--- src/rtl/uart_pkg.sv ---
// Shared types and helpers for the UART receiver.
//   parity_t   : parity mode selector
//   rx_state_t : receive FSM states
//   calc_div   : clocks per oversample tick, rounded to nearest, minimum 1
package uart_pkg;

    typedef enum logic [1:0] {PAR_NONE, PAR_ODD, PAR_EVEN} parity_t;

    typedef enum logic [2:0] {IDLE, START, DATA, PAR, STOP, BRK_WAIT} rx_state_t;

    function automatic int calc_div(input longint clk_freq, input longint baud, input longint os);
        longint d;
        d = (clk_freq + (baud * os) / 2) / (baud * os);
        return (d < 1) ? 1 : int'(d);
    endfunction

endpackage

--- src/rtl/sync_fifo.sv ---
// Show-ahead synchronous FIFO.
//   push/wdata : write request; dropped when full unless a pop happens in the same cycle
//   pop        : removes the head entry; ignored when empty (no write-through bypass)
//   rdata      : head entry, valid whenever !empty
//   count      : exact occupancy 0..DEPTH; full/empty decoded from it
module sync_fifo #(
    parameter int WIDTH = 9,
    parameter int DEPTH = 16
) (
    input  logic                     clk,
    input  logic                     rst_n,
    input  logic                     push,
    input  logic [WIDTH-1:0]         wdata,
    input  logic                     pop,
    output logic [WIDTH-1:0]         rdata,
    output logic [$clog2(DEPTH):0]   count,
    output logic                     full,
    output logic                     empty
);
    localparam int AW = $clog2(DEPTH);
    localparam logic [AW:0] FULL_CNT = (AW+1)'(DEPTH);

    logic [WIDTH-1:0] mem [DEPTH];
    logic [AW-1:0]    wptr, rptr;
    logic             do_push, do_pop;

    assign full    = (count == FULL_CNT);
    assign empty   = (count == '0);
    assign do_pop  = pop && !empty;
    // A pop frees the slot the simultaneous push needs.
    assign do_push = push && (!full || do_pop);
    assign rdata   = mem[rptr];

    always_ff @(posedge clk or negedge rst_n) begin
        if (!rst_n) begin
            wptr  <= '0;
            rptr  <= '0;
            count <= '0;
            for (int i = 0; i < DEPTH; i++) mem[i] <= '0;
        end else begin
            if (do_push) begin
                mem[wptr] <= wdata;
                wptr      <= wptr + 1'b1;
            end
            if (do_pop) rptr <= rptr + 1'b1;
            case ({do_push, do_pop})
                2'b10:   count <= count + 1'b1;
                2'b01:   count <= count - 1'b1;
                default: count <= count;
            endcase
        end
    end
endmodule

--- src/rtl/uart_rx_fifo.sv ---
// Oversampling UART receiver with start-glitch rejection, break detection
// and a show-ahead receive FIFO.
//   rxd            : async serial line (idle high)
//   ready          : consumer pops the head entry when valid
//   clr_err        : pulse clearing the sticky ferr/oerr flags
//   data/perr      : head character and its parity-error flag
//   valid/count    : FIFO non-empty / occupancy
//   ferr/oerr      : sticky framing / overrun errors
//   brk            : break condition held on the line
module uart_rx_fifo
    import uart_pkg::*;
#(
    parameter int      CLK_FREQ   = 100_000_000,
    parameter int      BAUD_RATE  = 9600,
    parameter int      OVERSAMPLE = 16,
    parameter int      DATA_BITS  = 8,
    parameter parity_t PARITY     = PAR_NONE,
    parameter int      STOP_BITS  = 1,
    parameter int      FIFO_DEPTH = 16
) (
    input  logic                          clk,
    input  logic                          rst_n,
    input  logic                          rxd,
    input  logic                          ready,
    input  logic                          clr_err,
    output logic [DATA_BITS-1:0]          data,
    output logic                          perr,
    output logic                          valid,
    output logic [$clog2(FIFO_DEPTH):0]   count,
    output logic                          ferr,
    output logic                          oerr,
    output logic                          brk
);
    localparam int DIV = calc_div(CLK_FREQ, BAUD_RATE, OVERSAMPLE);
    localparam int TW  = (DIV > 1) ? $clog2(DIV) : 1;
    localparam int SW  = $clog2(OVERSAMPLE);
    localparam int BW  = $clog2(DATA_BITS);
    localparam logic [TW-1:0] TLAST = TW'(DIV - 1);
    localparam logic [SW-1:0] HALF  = SW'(OVERSAMPLE/2 - 1);
    localparam logic [SW-1:0] LAST  = SW'(OVERSAMPLE - 1);
    localparam logic [BW-1:0] BLAST = BW'(DATA_BITS - 1);
    localparam logic          SLAST = 1'(STOP_BITS - 1);

    logic [1:0]           rxd_q;
    logic                 rxd_s;
    logic [TW-1:0]        tcnt;
    logic                 tick;
    rx_state_t            state, state_n;
    logic [SW-1:0]        scnt, scnt_n;
    logic [BW-1:0]        bidx, bidx_n;
    logic                 sidx, sidx_n;
    logic [DATA_BITS-1:0] shreg, shreg_n;
    logic                 pbad, pbad_n;
    logic                 sbad, sbad_n, stop_bad;
    logic                 push_n, push_q, ferr_set, oerr_set;
    logic [DATA_BITS:0]   pdata_q, fifo_rdata;
    logic                 fifo_full, fifo_empty;

    assign rxd_s = rxd_q[1];
    assign tick  = (tcnt == TLAST);

    always_ff @(posedge clk or negedge rst_n) begin
        if (!rst_n) begin
            rxd_q <= 2'b11;
            tcnt  <= '0;
        end else begin
            rxd_q <= {rxd_q[0], rxd};
            tcnt  <= tick ? '0 : tcnt + 1'b1;
        end
    end

    // Stop-bit verdict includes the sample taken this tick.
    assign stop_bad = sbad | ~rxd_s;

    always_comb begin
        state_n  = state;
        scnt_n   = scnt;
        bidx_n   = bidx;
        sidx_n   = sidx;
        shreg_n  = shreg;
        pbad_n   = pbad;
        sbad_n   = sbad;
        push_n   = 1'b0;
        ferr_set = 1'b0;
        case (state)
            IDLE: if (!rxd_s) begin
                state_n = START;
                scnt_n  = '0;
            end
            START: if (tick) begin
                if (scnt == HALF) begin
                    scnt_n = '0;
                    if (rxd_s) state_n = IDLE;  // too short to be a start bit
                    else begin
                        state_n = DATA;
                        bidx_n  = '0;
                        sidx_n  = 1'b0;
                        pbad_n  = 1'b0;
                        sbad_n  = 1'b0;
                    end
                end else scnt_n = scnt + 1'b1;
            end
            DATA: if (tick) begin
                if (scnt == LAST) begin
                    scnt_n  = '0;
                    shreg_n = {rxd_s, shreg[DATA_BITS-1:1]};
                    bidx_n  = bidx + 1'b1;
                    if (bidx == BLAST) state_n = (PARITY == PAR_NONE) ? STOP : PAR;
                end else scnt_n = scnt + 1'b1;
            end
            PAR: if (tick) begin
                if (scnt == LAST) begin
                    scnt_n  = '0;
                    pbad_n  = (^shreg) ^ rxd_s ^ (PARITY == PAR_ODD);
                    state_n = STOP;
                end else scnt_n = scnt + 1'b1;
            end
            STOP: if (tick) begin
                if (scnt == LAST) begin
                    scnt_n = '0;
                    if (sidx == SLAST) begin
                        if (!stop_bad) begin
                            push_n  = 1'b1;
                            state_n = IDLE;
                        end else begin
                            ferr_set = 1'b1;
                            state_n  = (shreg == '0 && !rxd_s) ? BRK_WAIT : IDLE;
                        end
                    end else begin
                        sidx_n = 1'b1;
                        sbad_n = stop_bad;
                    end
                end else scnt_n = scnt + 1'b1;
            end
            BRK_WAIT: begin
                // Line must stay high for a whole bit time before we re-arm.
                if (!rxd_s) scnt_n = '0;
                else if (tick) begin
                    if (scnt == LAST) state_n = IDLE;
                    else scnt_n = scnt + 1'b1;
                end
            end
            default: state_n = IDLE;
        endcase
    end

    always_ff @(posedge clk or negedge rst_n) begin
        if (!rst_n) begin
            state   <= IDLE;
            scnt    <= '0;
            bidx    <= '0;
            sidx    <= 1'b0;
            shreg   <= '0;
            pbad    <= 1'b0;
            sbad    <= 1'b0;
            push_q  <= 1'b0;
            pdata_q <= '0;
        end else begin
            state  <= state_n;
            scnt   <= scnt_n;
            bidx   <= bidx_n;
            sidx   <= sidx_n;
            shreg  <= shreg_n;
            pbad   <= pbad_n;
            sbad   <= sbad_n;
            push_q <= push_n;
            if (push_n) pdata_q <= {pbad, shreg};
        end
    end

    assign oerr_set = push_q && fifo_full && !ready;

    // Set beats clear when both happen in one cycle.
    always_ff @(posedge clk or negedge rst_n) begin
        if (!rst_n) begin
            ferr <= 1'b0;
            oerr <= 1'b0;
        end else begin
            ferr <= ferr_set | (ferr & ~clr_err);
            oerr <= oerr_set | (oerr & ~clr_err);
        end
    end

    sync_fifo #(.WIDTH(DATA_BITS + 1), .DEPTH(FIFO_DEPTH)) u_fifo (
        .clk   (clk),
        .rst_n (rst_n),
        .push  (push_q),
        .wdata (pdata_q),
        .pop   (ready),
        .rdata (fifo_rdata),
        .count (count),
        .full  (fifo_full),
        .empty (fifo_empty)
    );

    assign data  = fifo_rdata[DATA_BITS-1:0];
    assign perr  = fifo_rdata[DATA_BITS];
    assign valid = !fifo_empty;
    assign brk   = (state == BRK_WAIT);
endmodule
--- config.mk ---
export PLATFORM = sky130hd
export DESIGN_NAME = uart_rx_fifo
export DESIGN_NICKNAME = d
export VERILOG_FILES = /design/src/rtl/uart_pkg.sv /design/src/rtl/sync_fifo.sv /design/src/rtl/uart_rx_fifo.sv
export SDC_FILE = /design/constraint.sdc
export NUM_CORES = 1
export LEC_CHECK = 0
export CAP_MARGIN = 20
export CORE_ASPECT_RATIO = 1.1
export CORE_MARGIN = 8
export CORE_UTILIZATION = 30
export CTS_CLUSTER_DIAMETER = 40
export DETAILED_ROUTE_END_ITERATION = 12
export HOLD_SLACK_MARGIN = 0.06
export SYNTH_ARGS = -nofsm -noshare
export SYNTH_HDL_FRONTEND = slang
export SYNTH_SLANG_ARGS = --single-unit
export TNS_END_PERCENT = 30
--- constraint.sdc ---
create_clock -name clk -period 6 [get_ports clk]
set_clock_uncertainty 0.15 [all_clocks]
set_input_delay 0.9 -clock clk [delete_from_list [all_inputs] [get_ports clk]]
set_output_delay 0.9 -clock clk [all_outputs]
set_load 0.05 [all_outputs]
# ---- Word-level counts from Yosys, hierarchy flattened
# Index checks and enable logic that the tools add are counted.
dict set report word_totals {
  output_inout_bits 18
  inputBits 5
  elab_cells 176
  regBits 202
}
dict set report classes {
  n_bitwise 10
  n_mux 65
  n_eq_ne 31
  n_lt_le_gt_ge 3
  n_reduce_logical 28
  addsub 7
}
# cell count
set ops {}
lappend ops {{bitwise mux 144 bit} 1}
lappend ops {{two-way mux 3 bit} 21}
lappend ops {{binary-select mux 9 bit (select 4 bit)} 1}
lappend ops {{demux 9 bit (select 4 bit)} 1}
lappend ops {{two-way mux 4 bit} 8}
lappend ops {{two-way mux 9 bit} 3}
lappend ops {{!= test 2 bit, second input constant} 13}
lappend ops {{AND reduction 6 bit} 4}
lappend ops {{two-way mux 1 bit} 21}
lappend ops {{case mux 3 bit (6 select lines)} 1}
lappend ops {{case mux 4 bit (4 select lines)} 1}
lappend ops {{AND reduction 14 bit} 1}
lappend ops {{adder 4 x 1 -> 4 bit, second input constant} 3}
lappend ops {{adder 10 x 1 -> 10 bit, second input constant} 1}
lappend ops {{== test 10 bit, second input constant} 1}
lappend ops {{greater-or-equal comparator 5 bit, second input constant} 2}
lappend ops {{two-way mux 10 bit} 1}
lappend ops {{inverter 4 -> 5 bit} 2}
lappend ops {{case mux 5 bit (2 select lines)} 1}
lappend ops {{== test 3 bit, second input constant} 3}
lappend ops {{zero test 8 bit} 1}
lappend ops {{!= test 2 x 1 -> 1 bit, second input constant} 4}
lappend ops {{nonzero test 2 bit} 4}
lappend ops {{XOR reduction 8 bit} 1}
lappend ops {{29 further kinds} 44}

# ---- Longest topological paths before layout
# Gate-level depths: netlist (run 1).
dict set report logic_depth {
  depth_word 8
  mapped_depth 12
  ltp_nobuf 11
}

# ---- Cells and area by module
# From an unflattened synthesis (run 1), not the netlist that was laid out.
dict set report unflattened {
  hier_cells 691
  hier_area_um2 9690.5
}
# mod instances seq_area_each_um2 area_each_um2 cells_each
set by_module_without_submodules {}
lappend by_module_without_submodules {sync_fifo 1 3928.8 7489.7 479}
lappend by_module_without_submodules {uart_rx_fifo 1 1103.6 2200.9 212}

# ---- Least setup slack after synthesis (run 1)
# Ideal clock, no wire load.
dict set report synth_path {
  path_type {flip-flop to flip-flop}
  start {register u_fifo.count[1]}
  end {register u_fifo.count[4]}
  t_required_ns 5.768
  path_stages_with_launch 12
  path_slack_ns 2.505
  setup_ns 0.082
  n_path_buf 1
  synth_period_minus_slack_ns 3.495
  arrival_time_ns 3.263
  cell_sequence {dfrtp_1 -> or4_4 -> or2_1 -> and2_1 -> clkbuf_1 -> ha_1 -> ha_1 -> nor2b_1 -> o21ai_0 -> a21oi_1 -> nor3_1 -> xor2_1}
}
dict set report synth_via {
  elab_chain_len 7
  elab_cells_between_ends 13
  classes_between {add/sub (2); eq/ne (3); mux (1); reduce/logical (7)}
}
# element line
set synth_lines {}
lappend synth_lines {{start, declared} sync_fifo.sv:16} ;# output logic [$clog2(DEPTH):0] count,
lappend synth_lines {{start signal, assigned} sync_fifo.sv:47} ;# 2'b10: count <= count + 1'b1;
lappend synth_lines {{start signal, assigned} sync_fifo.sv:48} ;# 2'b01: count <= count - 1'b1;
lappend synth_lines {{start signal, assigned} sync_fifo.sv:49} ;# default: count <= count;
lappend synth_lines {{zero test 5 bit (*)} sync_fifo.sv:28} ;# assign empty = (count == '0);
lappend synth_lines {{zero test 1 bit (*)} -}
lappend synth_lines {{net valid} uart_rx_fifo.sv:28} ;# output logic valid,
lappend synth_lines {{logical AND 1 bit (*)} sync_fifo.sv:29} ;# assign do_pop = pop && !empty;
lappend synth_lines {{net u_fifo.do_pop} sync_fifo.sv:25} ;# logic do_push, do_pop;
lappend synth_lines {{logical OR 1 bit} sync_fifo.sv:31} ;# assign do_push = push && (!full || do_pop);
lappend synth_lines {{logical AND 1 bit} sync_fifo.sv:31}
lappend synth_lines {{== test 2 x 1 -> 1 bit / == test 2 bit (equally long branches)} sync_fifo.sv:46} ;# case ({do_push, do_pop})
lappend synth_lines {{case mux 5 bit (2 select lines) / nonzero test 2 bit (equally long branches)} -}
# The timed path passes the listed nets; every way through them passes the cells marked *.
# A chain may end at the register's enable or synchronous reset.

# ---- Worst setup path in the final report (run 1)
dict set report layout_path {
  start {register u_fifo.rptr[1]}
  end {output data[4]}
}
dict set report layout_via {
  elab_chain_len 4
}
# element line
set layout_lines {}
lappend layout_lines {{start, declared} sync_fifo.sv:24} ;# logic [AW-1:0] wptr, rptr;
lappend layout_lines {{start signal, assigned} sync_fifo.sv:45} ;# if (do_pop) rptr <= rptr + 1'b1;
lappend layout_lines {{inverter 4 -> 5 bit (not written as such)} sync_fifo.sv:32} ;# assign rdata = mem[rptr];
lappend layout_lines {{binary-select mux 9 bit (select 4 bit)} sync_fifo.sv:32}
lappend layout_lines {{two-way mux 9 bit (not written as such) (2 in series)} sync_fifo.sv:32}
lappend layout_lines {{end, declared} uart_rx_fifo.sv:26} ;# output logic [DATA_BITS-1:0] data,
# Every way passes these cells. The select of a mux whose other input is x is not followed.

==> results of run 1 <==
==> path summary, 6_finish.rpt <==
kind / start / to / slack, ns / cells past startpoint
max in group asynchronous: rst_n / u_fifo.count[1]$_DFFE_PN0P_ / 4.38 / 2
min in group asynchronous: rst_n / u_fifo.count[0]$_DFFE_PN0P_ / 0.23 / 1
hold / removal: rxd_q[0]$_DFF_PN1_ / rxd_q[1]$_DFF_PN1_ / 0.20 / 0
setup / recovery: u_fifo.rptr[1]$_DFFE_PN0P_ / data[4] / 1.47 / 4
hold reg to reg: rxd_q[0]$_DFF_PN1_ / rxd_q[1]$_DFF_PN1_ / 0.20 / 0
setup reg to reg: u_fifo.count[1]$_DFFE_PN0P_ / u_fifo.count[4]$_DFFE_PN0P_ / 2.66 / 11
==> state kept, by name, indices dropped and copies added, names as in the netlist, 4 cells and up <==
name,count
pdata_q,9
scnt,4
shreg,8
tcnt,10
u_fifo.count,5
u_fifo.mem,144
u_fifo.rptr,4
u_fifo.wptr,4
==> synthesized netlist by cell type, drive strengths merged (2+ instances only) <==
master,n
dfrtp,199
mux2,160
mux4,45
nand2,28
clkbuf,22
o21ai,22
ha,18
inv,18
buf,16
xnor2,15
nor2,12
nand3,10
and2,9
and3,9
xor2,8
nand4,5
nor2b,5
a21oi,3
a2bb2oi,3
nor3,3
nor3b,3
or3b,3
a22o,2
and4,2
dfstp,2
nand3b,2
nor4,2
nor4b,2
o211ai,2
or2,2
==> critical path, cell delays in order, from the launching register on <==
cell	delay, ns
dfrtp_1	0.93
buf_4	0.42
mux4_2	0.35
mux4_2	0.51
clkdlybuf4s50_1	0.72
==> power by group <==
part	total (W)	internal (W)	leakage, nW	switching, W
clock network	0.00182	0.00116	0.508	0.000661
registers	0.00136	0.00136	2.78	0.00000130
logic	0.0000322	0.00000501	1.98	0.0000272
==> area by class of cell <==
type | count | area, sq um
fill | 3022 | 20100
clock buffer | 36 | 815
sequential | 201 | 5030
clock inverter | 19 | 248
timing repair buffer | 26 | 267
inverter | 18 | 67.6
multi-input combinational | 389 | 4260
tap | 420 | 526
==> through the flow <==
stage / utilization [%] / total power, W / std cells / setup slack, ns
finish: 35.8 / 0.00321 / 1109 / 1.47
global route: 35.8 / 0.00332 / 1109 / 1.35
CTS: 35.8 / 0.00326 / 1109 / 1.41
global placement: 32.4 / 0.00142 / 1054 / 2.02
detailed placement: 32.4 / 0.00142 / 1054 / 1.98
floorplan: - / 0.00138 / 646 / 2.51
==> routing by layer <==
layer / share of wire [%] / vias to the layer above / track usage (%) / routed length (um)
met5: 0 / - / 0 / 0
met4: 2.4 / 0 / 2.78 / 487
met3: 4.4 / 38 / 2.36 / 876
met2: 47 / 102 / 17.3 / 9400
met1: 46 / 2772 / 15.2 / 9340
li1: - / 2429 / - / -
==> kinds of logic after synthesis <==
logic type | synth area share [%]
mux | 30.0
flops | 52.8
simple gates | 7.23
buf+inv | 2.52
compound gates | 2.77
xor+xnor | 2.11
fa+ha+maj | 2.57
==> impl_metrics.json, run 1 <==
{
  "cts_max_path_buffers": 3,
  "first_iter_violations": 254,
  "synthArstFlopShare_pct": 100,
  "status": "finished clean",
  "drc": 0,
  "yosys-top-cells-area": "dfrtp_1, mux2_1, mux4_2, ha_1, mux2_4",
  "hold_buffers": 0,
  "grt_max_degree": 130,
  "finalSetupTns_ns": 0,
  "seq_area_frac_synth_pct": 52.8,
  "area_delta_synth_final_pct": 17.7,
  "postRouteAntennaNets": 0,
  "yosys.area.top_type_share_pct": 52.2,
  "routabilityCongestion": 0.736,
  "yosysWarnings": 0,
  "holdWs_ns": 0.205,
  "antenna_found_initial": 0,
  "path_clk_slew_ns": 0.05,
  "postSynthAreaPerCell_sq_um": 14.8,
  "critPathRequiredTime_ns": 4.95,
  "worst_pin_slew_ns": 1.06,
  "crit_path_end_kind": "output port",
  "fin_crit_ns": 4.53,
  "port-buffer-count": 22,
  "die_h_um": 203,
  "dieArea_sq_um": 37700,
  "synth_ff_type": "dfrtp_1",
  "initial_core_util_pct": 30.4,
  "ys_ff_latch": 201,
  "rsz0062_at_grt": "no",
  "postCtsSetupBuffers": 0,
  "leakage_nw": 5.27,
  "synth_largest_area_cell": "dfrtp_1",
  "ios": 23,
  "overflow": 0,
  "synth_edf_count": 0,
  "timing.final.crit_share_pct": 75.6,
  "timing.final.max_slew_violations": 0,
  "synth_area_sq_um": 9530,
  "worstSetupPathType": "reg2out",
  "track_usage_pct": 11.0,
  "dp_hpwl_um": 12800,
  "syn_nets": 670,
  "cts_max_level": 1,
  "grt_pass1_vias": 5688,
  "hold_path.class": "reg2reg",
  "finalHoldViolCount": 0,
  "synthDistinctLibCells": 58,
  "cts_root_buf": "clkbuf_16",
  "max-vdd-ir-drop_v": 0.000193,
  "cts_tree": "built",
  "syn_inst": 646,
  "dieWidth_um": 186,
  "dpl-instance-area_sq_um": 10200,
  "cp_max_fo": 20,
  "dr.pass1.iters": 4,
  "route.vias.total": 5341,
  "drive_gt1_share_pct": 19.4,
  "core_area_sq_um": 31300,
  "finalSetupViolCount": 0,
  "crit_arrival_ns": 3.48,
  "p_per_area_nw_per_um2": 286,
  "wl_um": 20100,
  "layout_commonest_cell": "dfrtp_1",
  "ctsResizeCount": 0,
  "wire_per_inst_um": 18.1,
  "cts_buffers": 30,
  "fin_area_sq_um": 11200,
  "avgViaCountPerCell": 4.82,
  "diodes": 0,
  "clock.fmax_ghz": 0.221,
  "cts.sinks": 201,
  "max_slew_margin_pct": 28.7,
  "grt_pass1_wl_um": 33100,
  "mostFrequentLayoutCells": "dfrtp_1, mux2_1, mux4_2",
  "clk_latency_ns": 0.53,
  "cap_violations": 0,
  "fp-row-count": 68,
  "startpoint_type": "flop",
  "nets": 690
}
No activity file was read; power rests on OpenSTA's default activity.
==> inputs of run 2 (changes only) <==
==> constraint.sdc (replaced) <==
create_clock -name clk -period 4.7 [get_ports clk]
set_clock_uncertainty 0.15 [all_clocks]
set_input_delay 0.705 -clock clk [delete_from_list [all_inputs] [get_ports clk]]
set_output_delay 0.705 -clock clk [all_outputs]
set_load 0.05 [all_outputs]
==> run 2 against run 1 <==
Net effect:
- setup slack lost 0.98 ns
- design area shrank 0.88%
- sequential share of layout area grew 0.40 points
- register-to-register slack lost 1.3 ns
- sequential cell count is the same
- combinational power grew 33%
- via count shrank 0.88%
- highest routed layer unchanged
==> impl_metrics.json, run 2 (same netlist as run 1, synthesis figures left out) <==
{
  "largest_reg_flops": 144,
  "startpoint_type": "flop",
  "fp-row-count": 68,
  "layout_commonest_cell": "dfrtp_1",
  "routabilityCongestion": 0.724,
  "cts.sinks": 201,
  "diodes": 0,
  "ios": 23,
  "cp_common_cell": "mux4_2",
  "critPathRequiredTime_ns": 3.85,
  "route.vias.total": 5294,
  "finalSetupTns_ns": 0,
  "track_usage_pct": 11.2,
  "dieArea_sq_um": 37700,
  "regToRegEndpoint": "u_fifo.count[4]$_DFFE_PN0P_",
  "timing.final.crit_share_pct": 89.6,
  "p_per_area_nw_per_um2": 347,
  "ff2ff_path_depth": 11,
  "postRouteAntennaNets": 0,
  "rsz0062_at_grt": "no",
  "cts_buffers": 29,
  "area_delta_synth_final_pct": 16.6,
  "cts_max_path_buffers": 3,
  "max_slew_margin_pct": 32.9,
  "dr.pass1.iters": 4,
  "crit_arrival_ns": 3.36,
  "crit_path_end_kind": "output port",
  "largest-register": "u_fifo.mem",
  "top_regs": "u_fifo.mem: 144 flops, tcnt: 10 flops, pdata_q: 9 flops",
  "overflow": 0,
  "port-buffer-count": 22,
  "worstSetupPathType": "reg2out",
  "first_iter_violations": 277,
  "critPathMaxStageDelay_ns": 0.73,
  "cts_tree": "built",
  "dp_hpwl_um": 12700,
  "path_clk_slew_ns": 0.06,
  "drive_gt1_share_pct": 19.7,
  "cts_root_buf": "clkbuf_16",
  "hold_path.class": "in2async",
  "wire_per_inst_um": 18.2,
  "worst_pin_slew_ns": 1.00,
  "hold_buffers": 0,
  "nets": 693,
  "avgViaCountPerCell": 4.77,
  "finalSetupViolCount": 0,
  "finalHoldViolCount": 0,
  "dp_cells": 1058,
  "initial_core_util_pct": 30.4,
  "mostFrequentLayoutCells": "dfrtp_1, mux2_1, mux4_2",
  "grt_pass1_vias": 5793,
  "r2r-start": "u_fifo.count[1]$_DFFE_PN0P_",
  "leakage_nw": 5.24,
  "max-vdd-ir-drop_v": 0.000313,
  "r2r_slack_ns": 1.35,
  "grt_max_degree": 109,
  "grt_pass1_wl_um": 33400,
  "fin_crit_ns": 4.21,
  "ctsResizeCount": 0,
  "clk_latency_ns": 0.53,
  "dieWidth_um": 186,
  "cp_max_fo": 17,
  "postCtsSetupBuffers": 0,
  "num-fill-cells": 3084,
  "stdcell_count": 1110,
  "timing.final.max_slew_violations": 0,
  "antenna_found_initial": 0,
  "wl_um": 20300,
  "cpMaxStageDelayCell": "clkdlybuf4s50_1",
  "cap_violations": 0,
  "status": "finished clean",
  "die_h_um": 203,
  "path_cells": "buf_4, mux4_2, mux4_2, clkdlybuf4s50_1",
  "core_area_sq_um": 31300,
  "cts_max_level": 1,
  "drc": 0,
  "clock.fmax_ghz": 0.237
}
run 2: cell types whose count changed in the layout (fill, tap and decap cells not counted), sizes merged:
| cell | previous run | this run |
|---|---|---|
| bufinv | 4 | 1 |
| buf | 4 | 8 |
| clkbuf | 37 | 36 |
| clkinv | 3 | 4 |
run 2: cell type report:
cell class / count / area, sq um / share of cell area [%]
Sequential cell: 201 / 5030 / 45.3
Multi-Input combinational cell: 389 / 4260 / 38.3
Clock buffer: 35 / 788 / 7.09
Tap cell: 420 / 526 / 4.73
Timing Repair Buffer: 30 / 284 / 2.55
Clock inverter: 17 / 158 / 1.42
Inverter: 18 / 67.6 / 0.608
run 2: critical path, delay by kind of cell (launching register included):
| family | cells | cell delay (ns) |
|---|---|---|
| buf+inv | 2 | 1.09 |
| mux | 2 | 1.02 |
| flops | 1 | 0.71 |
run 2: stage by stage:
stage | power, W | area, sq um | util (%) | setup slack [ns] | hold WS, ns
4_1_cts | 0.00392 | 11100 | 35.5 | 0.389 | 0.197
3_3_place_gp | 0.00181 | 10200 | 32.5 | 0.974 | 0.196
6_report | 0.00386 | 11100 | 35.5 | 0.487 | 0.152
3_5_place_dp | 0.00181 | 10200 | 32.5 | 0.966 | 0.198
5_1_grt | 0.00400 | 11100 | 35.5 | 0.294 | 0.217
2_1_floorplan | 0.00177 | 9530 | - | 1.21 | 0.195
run 2: report_power, final:
part / internal, W / switching [W] / leakage, nW
Sequential: 0.00173 / 0.00000169 / 2.78
Combinational: 0.00000685 / 0.0000358 / 2.00
Clock: 0.00127 / 0.000820 / 0.456
Total: 0.00301 / 0.000858 / 5.24
run 2: per-layer routing:
metal  routed length, um  vias to the layer above  track usage [%]
met5                   0                        -                0
li1                    -                     2422                -
met1                9710                     2763             15.9
met4                 387                        0             2.55
met2                9260                       78             17.3
met3                 893                       31             2.20
run 2: worst max-delay path by stage:
stage | startpoint | end | slack (ns) | depth (start not counted)
6_report | u_fifo.rptr[0]$_DFFE_PN0P_ | data[5] | 0.49 | 4
4_1_cts | u_fifo.rptr[0]$_DFFE_PN0P_ | data[5] | 0.39 | 4
2_1_floorplan | u_fifo.count[1]$_DFFE_PN0P_ | u_fifo.count[4]$_DFFE_PN0P_ | 1.21 | 11
3_5_place_dp | u_fifo.rptr[0]$_DFFE_PN0P_ | data[5] | 0.97 | 4
3_3_place_gp | u_fifo.rptr[0]$_DFFE_PN0P_ | data[5] | 0.97 | 4
5_1_grt | u_fifo.rptr[0]$_DFFE_PN0P_ | data[5] | 0.29 | 4
==> inputs of run 3 (changes only) <==
--- a/config.mk
+++ b/config.mk
@@ -12,6 +12,7 @@
 export CTS_CLUSTER_DIAMETER = 40
 export DETAILED_ROUTE_END_ITERATION = 12
 export HOLD_SLACK_MARGIN = 0.06
+export PLACE_DENSITY = 0.52
 export SYNTH_ARGS = -nofsm -noshare
 export SYNTH_HDL_FRONTEND = slang
 export SYNTH_SLANG_ARGS = --single-unit
==> run 3 against run 2 <==
Net effect:
- utilization grew 0.94 points
- largest power group unchanged
- critical path depth is the same
- critical path type unchanged
- wire length grew 8.5%
- largest cell class unchanged
==> impl_metrics.json, run 3 (same netlist as run 1, synthesis figures left out) <==
{
  "cp_common_cell": "mux4_2",
  "timing.final.crit_share_pct": 86.6,
  "hold_buffers": 0,
  "initial_core_util_pct": 30.4,
  "clk_latency_ns": 0.51,
  "finish.utilization_pct": 36.4,
  "r2r-start": "u_fifo.count[1]$_DFFE_PN0P_",
  "dr.pass1.iters": 4,
  "worstSetupPathType": "reg2out",
  "top_regs": "u_fifo.mem: 144 flops, tcnt: 10 flops, pdata_q: 9 flops",
  "max_slew_margin_pct": 34.2,
  "startpoint_type": "flop",
  "r2r_slack_ns": 1.32,
  "first_iter_violations": 244,
  "avgViaCountPerCell": 4.84,
  "cap_violations": 0,
  "nets": 698,
  "postRouteAntennaNets": 0,
  "postCtsSetupBuffers": 0,
  "track_usage_pct": 12.2,
  "grt_pass1_wl_um": 35400,
  "wire_per_inst_um": 19.6,
  "worst_pin_slew_ns": 0.983,
  "ff2ff_path_depth": 11,
  "cts_tree": "built",
  "critPathMaxStageDelay_ns": 0.83,
  "dp_cells": 1056,
  "dieWidth_um": 186,
  "overflow": 0,
  "finalSetupTns_ns": 0,
  "crit_arrival_ns": 3.22,
  "fin_area_sq_um": 11400,
  "clock.fmax_ghz": 0.246,
  "dieArea_sq_um": 37700,
  "finalSetupViolCount": 0,
  "timing.final.max_slew_violations": 0,
  "antenna_found_initial": 0,
  "path_cells": "buf_12, mux4_2, mux4_2, clkdlybuf4s50_1",
  "status": "finished clean",
  "cts_buffers": 36,
  "port-buffer-count": 22,
  "num-fill-cells": 3000,
  "fin_crit_ns": 4.07,
  "crit_path_end_kind": "output port",
  "ctsResizeCount": 0,
  "cts.sinks": 201,
  "drive_gt1_share_pct": 20.7,
  "dp_hpwl_um": 13700,
  "setup.worst_path.start": "u_fifo.rptr[1]$_DFFE_PN0P_",
  "hold_path.class": "in2async",
  "finalHoldViolCount": 0,
  "cts_root_buf": "clkbuf_16",
  "path_clk_slew_ns": 0.05,
  "grt_pass1_vias": 6174,
  "mostFrequentLayoutCells": "dfrtp_1, mux2_1, mux4_2",
  "ios": 23,
  "holdWs_ns": 0.145,
  "drc": 0,
  "regToRegEndpoint": "u_fifo.count[4]$_DFFE_PN0P_",
  "grt_max_degree": 115,
  "core_area_sq_um": 31300,
  "fp-row-count": 68,
  "rsz0062_at_grt": "no",
  "diodes": 0,
  "max-vdd-ir-drop_v": 0.000245,
  "critPathRequiredTime_ns": 3.85,
  "layout_commonest_cell": "dfrtp_1",
  "stdcell_count": 1119,
  "area_delta_synth_final_pct": 19.7,
  "p_per_area_nw_per_um2": 387,
  "largest_reg_flops": 144,
  "dpl-instance-area_sq_um": 10200,
  "cpMaxStageDelayCell": "dfrtp_1",
  "cts_max_level": 2,
  "wl_um": 22000,
  "leakage_nw": 5.37,
  "routabilityCongestion": 0.810,
  "route.vias.total": 5421,
  "largest-register": "u_fifo.mem",
  "die_h_um": 203,
  "cts_max_path_buffers": 3,
  "cp_max_fo": 24
}
## run 3: report_power, final
part	total, W	leakage [nW]	internal (W)	switching (W)
clock	0.00264	0.594	0.00172	0.000914
sequential	0.00174	2.78	0.00174	0.00000192
combinational	0.0000414	1.99	0.00000630	0.0000351
## run 3: metal layers
layer	share of wire, %	global-route usage [%]
met3	5.8	3.59
met4	2.1	3.66
met2	46	18.9
met1	46	16.2
met5	0	0
## run 3: how the worst max path moves through the flow
stage	to	slack, ns	depth (start not counted)
after floorplan	u_fifo.count[4]$_DFFE_PN0P_	1.21	11
after global placement	data[4]	1.19	4
after detailed placement	data[4]	1.14	4
after CTS	data[4]	0.59	4
after global routing	data[4]	0.51	4
final	data[4]	0.63	4
## run 3: final cells by class
| cell class | instances | area [sq um] | share of cell area (%) |
|---|---|---|---|
| inverters | 18 | 67.6 | 0.592 |
| well taps | 420 | 526 | 4.61 |
| multi-input cells | 389 | 4260 | 37.3 |
| clock buffers | 41 | 972 | 8.52 |
| clock inverters | 22 | 270 | 2.37 |
| repair buffers | 28 | 282 | 2.47 |
| flip-flops and latches | 201 | 5030 | 44.1 |
## run 3: worst max-delay path, delay by kind of cell (launching register included)
kind,cells,cell delay [ns]
buffers and inverters,2,1.02
muxes,2,0.85
DFF,1,0.83
## run 3: per-stage QoR
step	total power, W	setup slack [ns]
2_1_floorplan	0.00177	1.21
3_3_place_gp	0.00181	1.19
3_5_place_dp	0.00181	1.14
4_1_cts	0.00448	0.592
5_1_grt	0.00457	0.507
6_report	0.00442	0.628
